File: src/rtl/async_pkg.sv
// Shared definitions for the self-timed/synchronous boundary blocks:
// grant-sync FSM state encoding, FIFO pointer width rule and the
// one-hot to binary conversion used when capturing arbiter grants.
package async_pkg;

    typedef enum logic [0:0] {
        IDLE   = 1'b0,
        ACK_HI = 1'b1
    } grant_sync_state_t;

    // Widest grant vector onehot2bin accepts; narrower vectors are zero-extended.
    localparam int unsigned SEL_MAX_W = 1024;

    // Pointers carry one extra bit so that full and empty are distinguishable
    // when the address bits are equal.
    function automatic int unsigned ptr_width(input int unsigned depth);
        return $clog2(depth) + 1;
    endfunction

    // Index of the lowest set bit among the low 'width' bits of vec; 0 if none.
    function automatic logic [31:0] onehot2bin(input logic [SEL_MAX_W-1:0] vec,
                                               input int unsigned         width);
        logic [31:0] idx;
        logic        found;
        idx   = '0;
        found = 1'b0;
        for (int unsigned i = 0; i < SEL_MAX_W; i++) begin
            if (i < width && !found && vec[i]) begin
                idx   = i;
                found = 1'b1;
            end
        end
        return idx;
    endfunction

endpackage

File: src/rtl/sync_2ff.sv
// Two-stage synchroniser for signals arriving asynchronously to clk.
// Reset clears both stages so downstream logic sees 0 until a real
// transition has propagated through.
module sync_2ff #(
    parameter int unsigned width = 1
) (
    input  logic             clk,
    input  logic             rst_n,
    input  logic [width-1:0] d,
    output logic [width-1:0] q
);

    logic [width-1:0] meta;

    // Shift the asynchronous input through two flops.
    // NOTE: non-blocking assignments make both stages sample the pre-edge
    // values; blocking here would collapse the chain into a single flop.
    always_ff @(posedge clk or negedge rst_n) begin
        if (!rst_n) begin
            meta <= '0;
            q    <= '0;
        end else begin
            meta <= d;
            q    <= meta;
        end
    end

endmodule

File: src/rtl/arbiter_grant_sync.sv
// Clocked consumer of the cascade arbiter's four-phase req_out/ack_out
// handshake. Each captured grant is converted from one-hot to a binary
// index, buffered in a small FIFO and presented on a valid/ready stream.
// Optional build macro SEL_CHECK_EN adds a sticky non-one-hot detector on
// sel_err; without it sel_err is tied to 0.
module arbiter_grant_sync
    import async_pkg::*;
#(
    parameter int unsigned input_size = 32,
    parameter int unsigned fifo_depth = 4,
    parameter int unsigned idx_w      = $clog2(input_size)
) (
    input  logic                  clk,
    input  logic                  rst,
    input  logic                  req_out,
    output logic                  ack_out,
    input  logic [input_size-1:0] sel,
    output logic                  out_valid,
    input  logic                  out_ready,
    output logic [idx_w-1:0]      out_index,
    output logic                  sel_err
);

    localparam int unsigned addr_w = $clog2(fifo_depth);
    localparam int unsigned ptr_w  = ptr_width(fifo_depth);

    logic              req_s;
    grant_sync_state_t state, state_n;
    logic              ack_n;
    logic              push;
    logic              pop;
    logic              full;
    logic [ptr_w-1:0]  wr_ptr, rd_ptr, rd_ptr_n;
    logic [ptr_w-1:0]  count;
    logic [idx_w-1:0]  cap_idx;
    logic [idx_w-1:0]  mem [fifo_depth];

    sync_2ff #(.width(1)) u_req_sync (
        .clk   (clk),
        .rst_n (rst),
        .d     (req_out),
        .q     (req_s)
    );

    // sel is bundled with req_out and already stable when req_s rises.
    assign cap_idx  = idx_w'(onehot2bin(SEL_MAX_W'(sel), input_size));

    // Occupancy as seen at the start of the cycle; a same-cycle pop does
    // not free a slot for a push.
    assign count    = wr_ptr - rd_ptr;
    assign full     = (count == ptr_w'(fifo_depth));
    assign pop      = out_valid && out_ready;
    assign rd_ptr_n = rd_ptr + ptr_w'(pop);

    // Handshake FSM: capture on request, return-to-zero on request release.
    // NOTE: every output of this block gets a default first, so no path
    // leaves a value unassigned and no latch is inferred.
    always_comb begin
        state_n = state;
        ack_n   = ack_out;
        push    = 1'b0;
        case (state)
            IDLE: begin
                if (req_s && !full) begin
                    push    = 1'b1;
                    ack_n   = 1'b1;
                    state_n = ACK_HI;
                end
            end
            ACK_HI: begin
                if (!req_s) begin
                    ack_n   = 1'b0;
                    state_n = IDLE;
                end
            end
            default: begin
                ack_n   = 1'b0;
                state_n = IDLE;
            end
        endcase
    end

    // FSM state and registered acknowledge.
    always_ff @(posedge clk or negedge rst) begin
        if (!rst) begin
            state   <= IDLE;
            ack_out <= 1'b0;
        end else begin
            state   <= state_n;
            ack_out <= ack_n;
        end
    end

    // FIFO pointers and the registered head; a freshly pushed entry becomes
    // visible one cycle after its write, while a pop exposes the next head
    // on the same edge.
    always_ff @(posedge clk or negedge rst) begin
        if (!rst) begin
            wr_ptr    <= '0;
            rd_ptr    <= '0;
            out_valid <= 1'b0;
            out_index <= '0;
        end else begin
            wr_ptr    <= wr_ptr + ptr_w'(push);
            rd_ptr    <= rd_ptr_n;
            out_valid <= (wr_ptr != rd_ptr_n);
            out_index <= mem[rd_ptr_n[addr_w-1:0]];
        end
    end

    // FIFO storage write port.
    // NOTE: the array is deliberately not reset; entries are only ever read
    // behind the pointers, which are reset, so stale contents are never seen.
    always_ff @(posedge clk) begin
        if (push) begin
            mem[wr_ptr[addr_w-1:0]] <= cap_idx;
        end
    end

`ifdef SEL_CHECK_EN
    // Sticky flag for a grant vector that is not exactly one-hot.
    always_ff @(posedge clk or negedge rst) begin
        if (!rst) begin
            sel_err <= 1'b0;
        end else if (push && !$onehot(sel)) begin
            sel_err <= 1'b1;
        end
    end
`else
    assign sel_err = 1'b0;
`endif

endmodule

File: config.mk
export PLATFORM = sky130hd
export DESIGN_NAME = arbiter_grant_sync
export DESIGN_NICKNAME = d
export VERILOG_FILES = /design/src/rtl/async_pkg.sv /design/src/rtl/sync_2ff.sv /design/src/rtl/arbiter_grant_sync.sv
export SDC_FILE = /design/constraint.sdc
export NUM_CORES = 1
export LEC_CHECK = 0
export CAP_MARGIN = 25
export CORE_UTILIZATION = 49
export DETAILED_ROUTE_END_ITERATION = 10
export PLACE_DENSITY = 0.91
export SYNTH_ARGS = -nofsm -noshare
export SYNTH_HDL_FRONTEND = slang
export SYNTH_SLANG_ARGS = --single-unit
File: constraint.sdc
create_clock -name clk -period 2.9 [get_ports clk]
set_input_delay 0.29 -clock clk [delete_from_list [all_inputs] [get_ports clk]]
set_output_delay 0.29 -clock clk [all_outputs]
set_load 0.03 [all_outputs]
==> impl_metrics.json, run 1 <==
{
  "die_height_um": 62.3,
  "die-area_um2": 3880,
  "nNetsFinal": 234,
  "p_total_uw": 1750,
  "grt_max_degree": 17,
  "postCtsSetupBuffers": 0,
  "ant_nets": 0,
  "min_period_over_period_pct": 74.8,
  "clk_path_buf_depth": 2,
  "powerDensity_nw_per_um2": 755,
  "ios": 44,
  "slowest_stage": "dfrtp_1",
  "max_freq_ghz": 0.461,
  "cellLeakagePower_uw": 0.000882,
  "hold_viol_final": 0,
  "clk_pin_slew_ps": 100,
  "coreArea_um2": 3420,
  "yosysWarnings": 0,
  "cp_top_family": "simple AND/OR/NAND/NOR gates",
  "numCtsBuffers": 5,
  "end_kind": "flop",
  "start_util_pct": 52.2,
  "place.gp.congestion": 0.809,
  "antenna_cells": 0,
  "syn2layout_area_growth_pct": 30.3,
  "clock_latency_ps": 330,
  "cts_tree": "yes",
  "setup_viol": 0,
  "num_rows": 21,
  "fill_cells": 253,
  "routedWlPerCell_um": 14.4,
  "drive_gt1_share_pct": 12.4,
  "grt_pass1_vias": 1307,
  "drtIter0Drc": 31,
  "drc_errors": 0,
  "rsz0062_at_grt": "false",
  "fin_crit_ps": 2170,
  "netlist_instances": 144,
  "mostFrequentLayoutCells": "clkdlybuf4s50_1, edfxtp_1, dfrtp_1",
  "slew_violations": 0,
  "slew_headroom_pct": 54.5,
  "layout_commonest_cell": "clkdlybuf4s50_1",
  "overflow": 0,
  "drv_cap": 0,
  "htree_levels": 2,
  "wl_mm": 3.43,
  "ctsResizeCount": 0,
  "hold_path_class": "in -> async",
  "cp_data_required_time_ps": 2920,
  "cp_max_fo": 5,
  "fin_util_pct": 68.0,
  "dp.cells": 231,
  "syn_area_um2": 1780,
  "synthesis.nets": 186,
  "hold_buffers": 0,
  "ys_async_sr_fraction_pct": 44.4,
  "critical_path_buf_inv_count": 2,
  "ir_drop_v": 0.000264,
  "ys_seq_area_share_pct": 56.1,
  "grt_usage_pct": 19.2,
  "synth-main-ff-cell": "edfxtp_1",
  "routed_via_density": 5.63,
  "cts_root_buf": "clkbuf_4",
  "ys_ff_latch": 36,
  "critical_path.max_stage_delay_ps": 430,
  "grt_pass1_wl_mm": 5.60,
  "tightest_slew_ps": 680,
  "setup_tns_ps": 0,
  "skew_ps": 4.64,
  "crit_type": "reg -> reg",
  "via_count": 1346,
  "synth.distinct_cells": 38,
  "dp_hpwl_mm": 2.74,
  "synth_edf_count": 20,
  "crit_chain": "inv_1 -> ha_1 -> nor2b_1 -> xnor2_1 -> nand3_1 -> nand2_1 -> or2_1 -> inv_2 -> and3_1",
  "dr.pass1.iters": 4,
  "fin_area_um2": 2320,
  "status": "complete, no violations",
  "cts.sinks": 36,
  "setup.worst_path.start_class": "flop",
  "antenna_found_initial": 0,
  "avgSynthCellArea_um2": 12.4,
  "io_buffer_count": 42,
  "arrival_ps": 2190,
  "finalNonFillerCells": 239,
  "die_x_um": 62.3,
  "place_area_um2": 2260
}
[per-layer routing]
| metal | wire length (µm) | part of all wire, % | vias up | track usage [%] |
|---|---|---|---|---|
| li1 | - | - | 639 | - |
| met1 | 1330 | 39 | 633 | 19.4 |
| met2 | 1780 | 52 | 62 | 35.0 |
| met3 | 224 | 6.5 | 12 | 5.33 |
| met4 | 101 | 2.9 | 0 | 11.3 |
| met5 | 0 | 0 | - | 0 |
[flip-flops by register name, summed over array words and instances (netlist names)]
name and count:
ack_out 1, mem 20, out_index 5, out_valid 1
rd_ptr 3, state 1, u_req_sync.meta 1, u_req_sync.q 1
wr_ptr 3
[worst reg2reg max path, stage by stage (launching register included)]
cell and delay, ps:
dfrtp_1 430, inv_1 110, ha_1 200, nor2b_1 140, xnor2_1 120, nand3_1 130
nand2_1 70, or2_1 250, inv_2 90, and3_1 330
[cells by family after synthesis]
logic type | Yosys count | share of synthesized area (%)
flops | 36 | 56.1
fa+ha+maj | 6 | 4.21
other cells | 1 | 0.210
xor+xnor | 7 | 3.44
compound gates | 29 | 10.7
simple gates | 48 | 16.3
mux | 5 | 6.32
buf+inv | 12 | 2.74
[worst paths after layout]
kind | from | end | slack [ps] | cells after the start
setup / recovery | wr_ptr[0] | mem[3][4] | 730 | 9
hold / removal | rst | u_req_sync.meta | 360 | 1
setup reg to reg | wr_ptr[0] | mem[3][4] | 730 | 9
hold reg to reg | u_req_sync.meta | u_req_sync.q | 370 | 0
max in group asynchronous | rst | out_index[4] | 2110 | 1
min in group clk | u_req_sync.meta | u_req_sync.q | 370 | 0
[synth_stat cells, types with 2 or more instances]
| cell | instances | area share, % |
|---|---|---|
| o21ai_0 | 3 | 0.84 |
| xor2_1 | 2 | 0.98 |
| a21oi_1 | 9 | 2.5 |
| nand3_1 | 4 | 1.1 |
| edfxtp_1 | 20 | 34 |
| o21bai_1 | 3 | 1.3 |
| nor4_1 | 4 | 1.4 |
| ha_1 | 6 | 4.2 |
| nand2_1 | 6 | 1.3 |
| clkbuf_1 | 2 | 0.42 |
| o21ai_1 | 3 | 0.84 |
| nor3_1 | 7 | 2.0 |
| nor2_1 | 10 | 2.1 |
| inv_1 | 8 | 1.7 |
| dfrtp_1 | 16 | 22 |
| o31ai_1 | 3 | 1.3 |
| mux4_2 | 5 | 6.3 |
| o21a_1 | 2 | 0.84 |
| xnor2_1 | 5 | 2.5 |
| and3_1 | 2 | 0.70 |
| or4_4 | 4 | 2.5 |
| nor2b_1 | 4 | 1.4 |
[final cells by class]
type | instances | area [µm²] | share of cell area [%]
Multi-Input combinational cell | 96 | 733 | 31.6
Tap cell | 46 | 57.6 | 2.48
Clock buffer | 7 | 55.1 | 2.37
Sequential cell | 36 | 1000 | 43.1
Timing Repair Buffer | 44 | 435 | 18.7
Clock inverter | 1 | 7.51 | 0.323
Inverter | 9 | 33.8 | 1.45
[through the flow]
stage | setup WS (ps) | hold WS (ps)
4_1_cts | 707 | 368
6_report | 731 | 361
3_5_place_dp | 492 | 344
2_1_floorplan | 842 | -5.59
3_3_place_gp | 567 | 338
5_1_grt | 587 | 373
[report_power, final]
part | internal (µW) | switching (µW) | total [µW]
Combinational | 358 | 360 | 718
Clock | 119 | 157 | 276
Sequential | 682 | 79.2 | 761
Total | 1160 | 596 | 1750
Note: power is estimated with default switching activity, not from simulation.
==> run 2: changes to the inputs <==
==> constraint.sdc (replaced) <==
create_clock -name clk -period 2.1 [get_ports clk]
set_input_delay 0.21 -clock clk [delete_from_list [all_inputs] [get_ports clk]]
set_output_delay 0.21 -clock clk [all_outputs]
set_load 0.03 [all_outputs]
==> run 2 against run 1 <==
Net effect: global-route usage up 2.1 points; final cell count up 9.2%; hold slack worse by 79 ps; combinational power up 55%; sequential share of layout area down 2.8 points; largest cell class unchanged; total power up 41%; sequential power up 35%; core utilization up 4.7 points; critical endpoint is now mem[3][1]; worst setup slack worse by 630 ps; critical path depth down 2.
==> impl_metrics.json, run 2 (synthesis gave the netlist of run 1 again) <==
{
  "hold_path_class": "in -> async",
  "p_seq_share_pct": 41.6,
  "cts_root_buf": "clkbuf_4",
  "grt_pass1_vias": 1487,
  "skew_ps": 6.27,
  "min_period_over_period_pct": 95.1,
  "setup_tns_ps": 0,
  "drv_cap": 0,
  "clk_pin_slew_ps": 100,
  "numCtsBuffers": 5,
  "cp_max_fo": 4,
  "cellLeakagePower_uw": 0.000990,
  "internal-power_uw": 1630,
  "ios": 44,
  "layout_commonest_cell": "clkdlybuf4s50_1",
  "cp_data_required_time_ps": 2190,
  "register_area_um2": 1000,
  "p_total_uw": 2470,
  "largest_reg_flops": 20,
  "die-area_um2": 3880,
  "cts.sinks": 36,
  "slew_headroom_pct": 53.7,
  "tightest_slew_ps": 692,
  "cp_top_family": "simple AND/OR/NAND/NOR gates",
  "dp_hpwl_mm": 2.99,
  "nNetsFinal": 256,
  "critical_path_buf_inv_count": 1,
  "drtIter0Drc": 43,
  "antenna_found_initial": 0,
  "io_buffer_count": 42,
  "ant_nets": 0,
  "drive_gt1_share_pct": 22.8,
  "place.gp.congestion": 0.872,
  "crit_path_start": "sel[20]",
  "p_comb_share_pct": 44.8,
  "hold_viol_final": 0,
  "hold_ws_ps": 283,
  "grt_max_degree": 17,
  "via_count": 1402,
  "mostFrequentLayoutCells": "clkdlybuf4s50_1, buf_4, edfxtp_1",
  "rsz0062_at_grt": "true",
  "setup_viol": 0,
  "clock_latency_ps": 330,
  "multiInputGateArea_um2": 738,
  "r2r-start": "wr_ptr[0]",
  "max_freq_ghz": 0.501,
  "ir_drop_v": 0.000362,
  "antenna_cells": 0,
  "crit_type": "in -> reg",
  "arrival_ps": 2090,
  "overflow": 0,
  "dp_slack_ps": -210,
  "finalNonFillerCells": 261,
  "coreArea_um2": 3420,
  "die_x_um": 62.3,
  "cts_tree": "yes",
  "routed_via_density": 5.37,
  "die_height_um": 62.3,
  "clk_path_buf_depth": 2,
  "rr_worst_depth": 9,
  "p_switching_uw": 837,
  "dr.pass1.iters": 4,
  "wl_mm": 3.66,
  "powerDensity_nw_per_um2": 995,
  "fin_crit_ps": 2000,
  "htree_levels": 2,
  "routedWlPerCell_um": 14.0,
  "drc_errors": 0,
  "pwr-share-clk_pct": 13.6,
  "crit_chain": "clkdlybuf4s50_1 -> or4_4 -> nor2_4 -> o31ai_1 -> nor3_2 -> nor4_1 -> o41ai_2",
  "critical_path.max_stage_delay_ps": 580,
  "hold_buffers": 0,
  "num_rows": 21,
  "reg2reg_slack_ps": 150,
  "end_kind": "flop",
  "fill_cells": 243,
  "grt_usage_pct": 21.3,
  "status": "complete, no violations",
  "slew_violations": 0,
  "syn2layout_area_growth_pct": 39.2,
  "slowest_stage": "or4_4",
  "grt_pass1_wl_mm": 6.24,
  "swShare_pct": 33.9,
  "reg2reg_to": "mem[0][4]",
  "setup_ws_ps": 103,
  "setup.worst_path.start_class": "primary input",
  "start_util_pct": 52.2,
  "dp.cells": 253
}
## run 2: cell count changes in the layout (fill, tap and decap cells not counted)
| cell | change |
|---|---|
| and3_2 | +2 |
| clkbuf_8 | -1 |
| buf_4 | +22 |
| clkinv_1 | +1 |
| clkinvlp_4 | -1 |
| and3_1 | -2 |
| or2_4 | +1 |
| clkbuf_1 | -1 |
| or2_1 | -1 |
| clkinv_2 | +2 |
## run 2: timing repair
action | CTS | global route
gates resized for setup | 0 | 3
setup endpoints to repair | 0 | 21
setup buffers | 0 | 0
## run 2: worst reg2reg max path, cell delays in order (launching register included)
cell and delay, ps:
dfrtp_1 390, inv_1 110, ha_1 150, nor2b_1 150, xnor2_1 100, nand3_1 90
nand2_1 60, or2_4 240, nor3_1 180, buf_4 190
## run 2: metal layers
layer	global-route usage (%)	vias up	part of all wire [%]
met1	21.6	642	38
met5	0	-	0
met2	39.0	63	52
met3	5.51	16	5.9
li1	-	681	-
met4	12.8	0	4.0
## run 2: worst max path at each step
| stage | to | slack [ps] | cells past startpoint |
|---|---|---|---|
| after floorplan | mem[0][0] | 40 | 8 |
| after global placement | mem[0][0] | -80 | 6 |
| after detailed placement | mem[3][1] | -210 | 7 |
| after CTS | mem[2][4] | 60 | 9 |
| after global routing | mem[1][4] | -10 | 9 |
| final | mem[3][1] | 100 | 7 |
## run 2: power groups by stage
stage | clock [µW] | sequential (µW) | combinational (µW)
floorplan | 0 | 1170 | 537
global placement | 0 | 1030 | 1060
detailed placement | 0 | 1050 | 1100
CTS | 350 | 1030 | 1110
global route | 373 | 1050 | 1210
finish | 335 | 1030 | 1110
## run 2: area by class of cell
type | count | share of cell area, %
clock buffer | 5 | 1.51
clock inverter | 3 | 0.554
inverter | 9 | 1.36
multi-input combinational | 96 | 29.7
sequential | 36 | 40.3
tap | 46 | 2.32
timing repair buffer | 66 | 24.2
## run 2: per-stage QoR
| stage | util (%) | instance area [µm²] |
|---|---|---|
| global placement | 71.0 | 2430 |
| CTS | 72.5 | 2480 |
| floorplan | - | 1780 |
| finish | 72.7 | 2480 |
| detailed placement | 71.0 | 2430 |
| global route | 72.7 | 2480 |
==> run 3: changes to the inputs <==
--- a/config.mk
+++ b/config.mk
@@ -9,6 +9,7 @@
 export CORE_UTILIZATION = 49
 export DETAILED_ROUTE_END_ITERATION = 10
 export PLACE_DENSITY = 0.91
+export REMOVE_ABC_BUFFERS = 1
 export SYNTH_ARGS = -nofsm -noshare
 export SYNTH_HDL_FRONTEND = slang
 export SYNTH_SLANG_ARGS = --single-unit
==> run 3 against run 2 <==
Net effect: combinational power increased by 5%; worst setup slack got worse by 22 ps; critical path type is now reg -> reg; critical path depth is 2 higher; global-route usage up 0.48 points; clock skew increased by 4.6 ps; largest power group unchanged; core utilization up 1.9 points; clock power up 42%; critical endpoint is now mem[1][4]; register-to-register slack got worse by 70 ps; first-iteration DRC count grew 77%; die area stayed put; via count rose by 5.4%.
==> impl_metrics.json, run 3 (synthesis gave the netlist of run 1 again) <==
{
  "status": "complete, no violations",
  "mostFrequentLayoutCells": "clkdlybuf4s50_1, buf_4, edfxtp_1",
  "drive_gt1_share_pct": 25.1,
  "ios": 44,
  "wl_mm": 3.88,
  "cp_max_fo": 5,
  "cellLeakagePower_uw": 0.00102,
  "reg2reg_to": "mem[1][4]",
  "crit_type": "reg -> reg",
  "dr.pass1.iters": 4,
  "fin_crit_ps": 2020,
  "setup_viol": 0,
  "ir_drop_v": 0.000450,
  "rr_worst_depth": 9,
  "reg2reg_slack_ps": 80,
  "clock_latency_ps": 340,
  "die-area_um2": 3880,
  "grt_max_degree": 17,
  "clk_path_buf_depth": 2,
  "hold_buffers": 0,
  "routedWlPerCell_um": 14.6,
  "die_height_um": 62.3,
  "slew_headroom_pct": 54.2,
  "die_x_um": 62.3,
  "cts_tree": "yes",
  "cp_data_required_time_ps": 2160,
  "htree_levels": 2,
  "start_util_pct": 52.2,
  "numCtsBuffers": 5,
  "syn2layout_area_growth_pct": 42.9,
  "hold_ws_ps": 275,
  "ant_nets": 0,
  "largest_reg_flops": 20,
  "max_freq_ghz": 0.495,
  "min_period_over_period_pct": 96.1,
  "end_kind": "flop",
  "grt_pass1_vias": 1445,
  "cts_root_buf": "clkbuf_4",
  "postCtsSetupBuffers": 0,
  "grt_pass1_wl_mm": 6.31,
  "skew_ps": 10.8,
  "powerDensity_nw_per_um2": 1040,
  "nNetsFinal": 260,
  "layout_commonest_cell": "clkdlybuf4s50_1",
  "clk_pin_slew_ps": 110,
  "io_buffer_count": 42,
  "overflow": 0,
  "drv_cap": 0,
  "coreArea_um2": 3420,
  "dp_hpwl_mm": 3.14,
  "via_count": 1478,
  "hold_viol_final": 0,
  "routed_via_density": 5.58,
  "ctsResizeCount": 0,
  "drc_errors": 0,
  "antenna_cells": 0,
  "antenna_found_initial": 0,
  "slew_violations": 0,
  "setup.worst_path.start_class": "flop",
  "drtIter0Drc": 76,
  "num_rows": 21,
  "hold_path_class": "in -> async",
  "r2r-start": "wr_ptr[0]",
  "cts.sinks": 36,
  "grt_usage_pct": 21.8,
  "p_total_uw": 2660,
  "tightest_slew_ps": 685,
  "place.gp.congestion": 0.829,
  "arrival_ps": 2080
}
==> run 3: worst max-delay path by stage <==
stage,startpoint,end,slack [ps]
after floorplan,wr_ptr[0],mem[0][0],40
after global placement,sel[20],mem[0][1],-70
after detailed placement,sel[20],mem[0][1],-240
after CTS,wr_ptr[0],mem[3][0],40
after global routing,wr_ptr[0],mem[1][4],-40
final,wr_ptr[0],mem[1][4],80
==> run 3: stage by stage <==
step                      instance area, µm²  TNS, ps  worst slack, ps  cells  util (%)
after floorplan                         1770        0             41.9    141         -
after global placement                  2460     -320            -67.4    257      71.9
after detailed placement                2460    -1410             -243    257      71.9
after CTS                               2540        0             36.3    265      74.2
after global routing                    2550     -384            -42.7    265      74.6
final                                   2550        0             81.2    265      74.6
==> run 3: metal layers <==
metal	share of wire [%]	vias to the layer above	GRT usage, %	routed length (µm)
li1	-	693	-	-
met2	53	87	38.9	2050
met1	37	676	23.2	1420
met5	0	-	0	0
met4	4.8	0	14.0	186
met3	5.8	22	4.78	226
==> run 3: power breakdown <==
part | total (µW) | internal (µW) | leakage (µW) | switching [µW]
Sequential | 1030 | 941 | 0.000376 | 86.8
Clock | 475 | 248 | 0.0000412 | 227
Combinational | 1160 | 594 | 0.000604 | 561
Total | 2660 | 1780 | 0.00102 | 874
==> run 3: cell type report <==
type                       instances  area (µm²)
tap                               46        57.6
inverter                           9        33.8
sequential                        36        1000
timing repair buffer              70         631
fill                             220         867
multi-input combinational         96         746
clock buffer                       5        37.5
clock inverter                     3        42.5
==> run 3: worst max-delay path, cell delays in order, from the launching register on <==
cell and delay, ps:
dfrtp_1 360, inv_1 90, ha_1 200, nor2b_2 160, xnor2_2 130, nand3_1 110
nand2_1 60, or2_1 260, nor3_1 170, buf_4 190
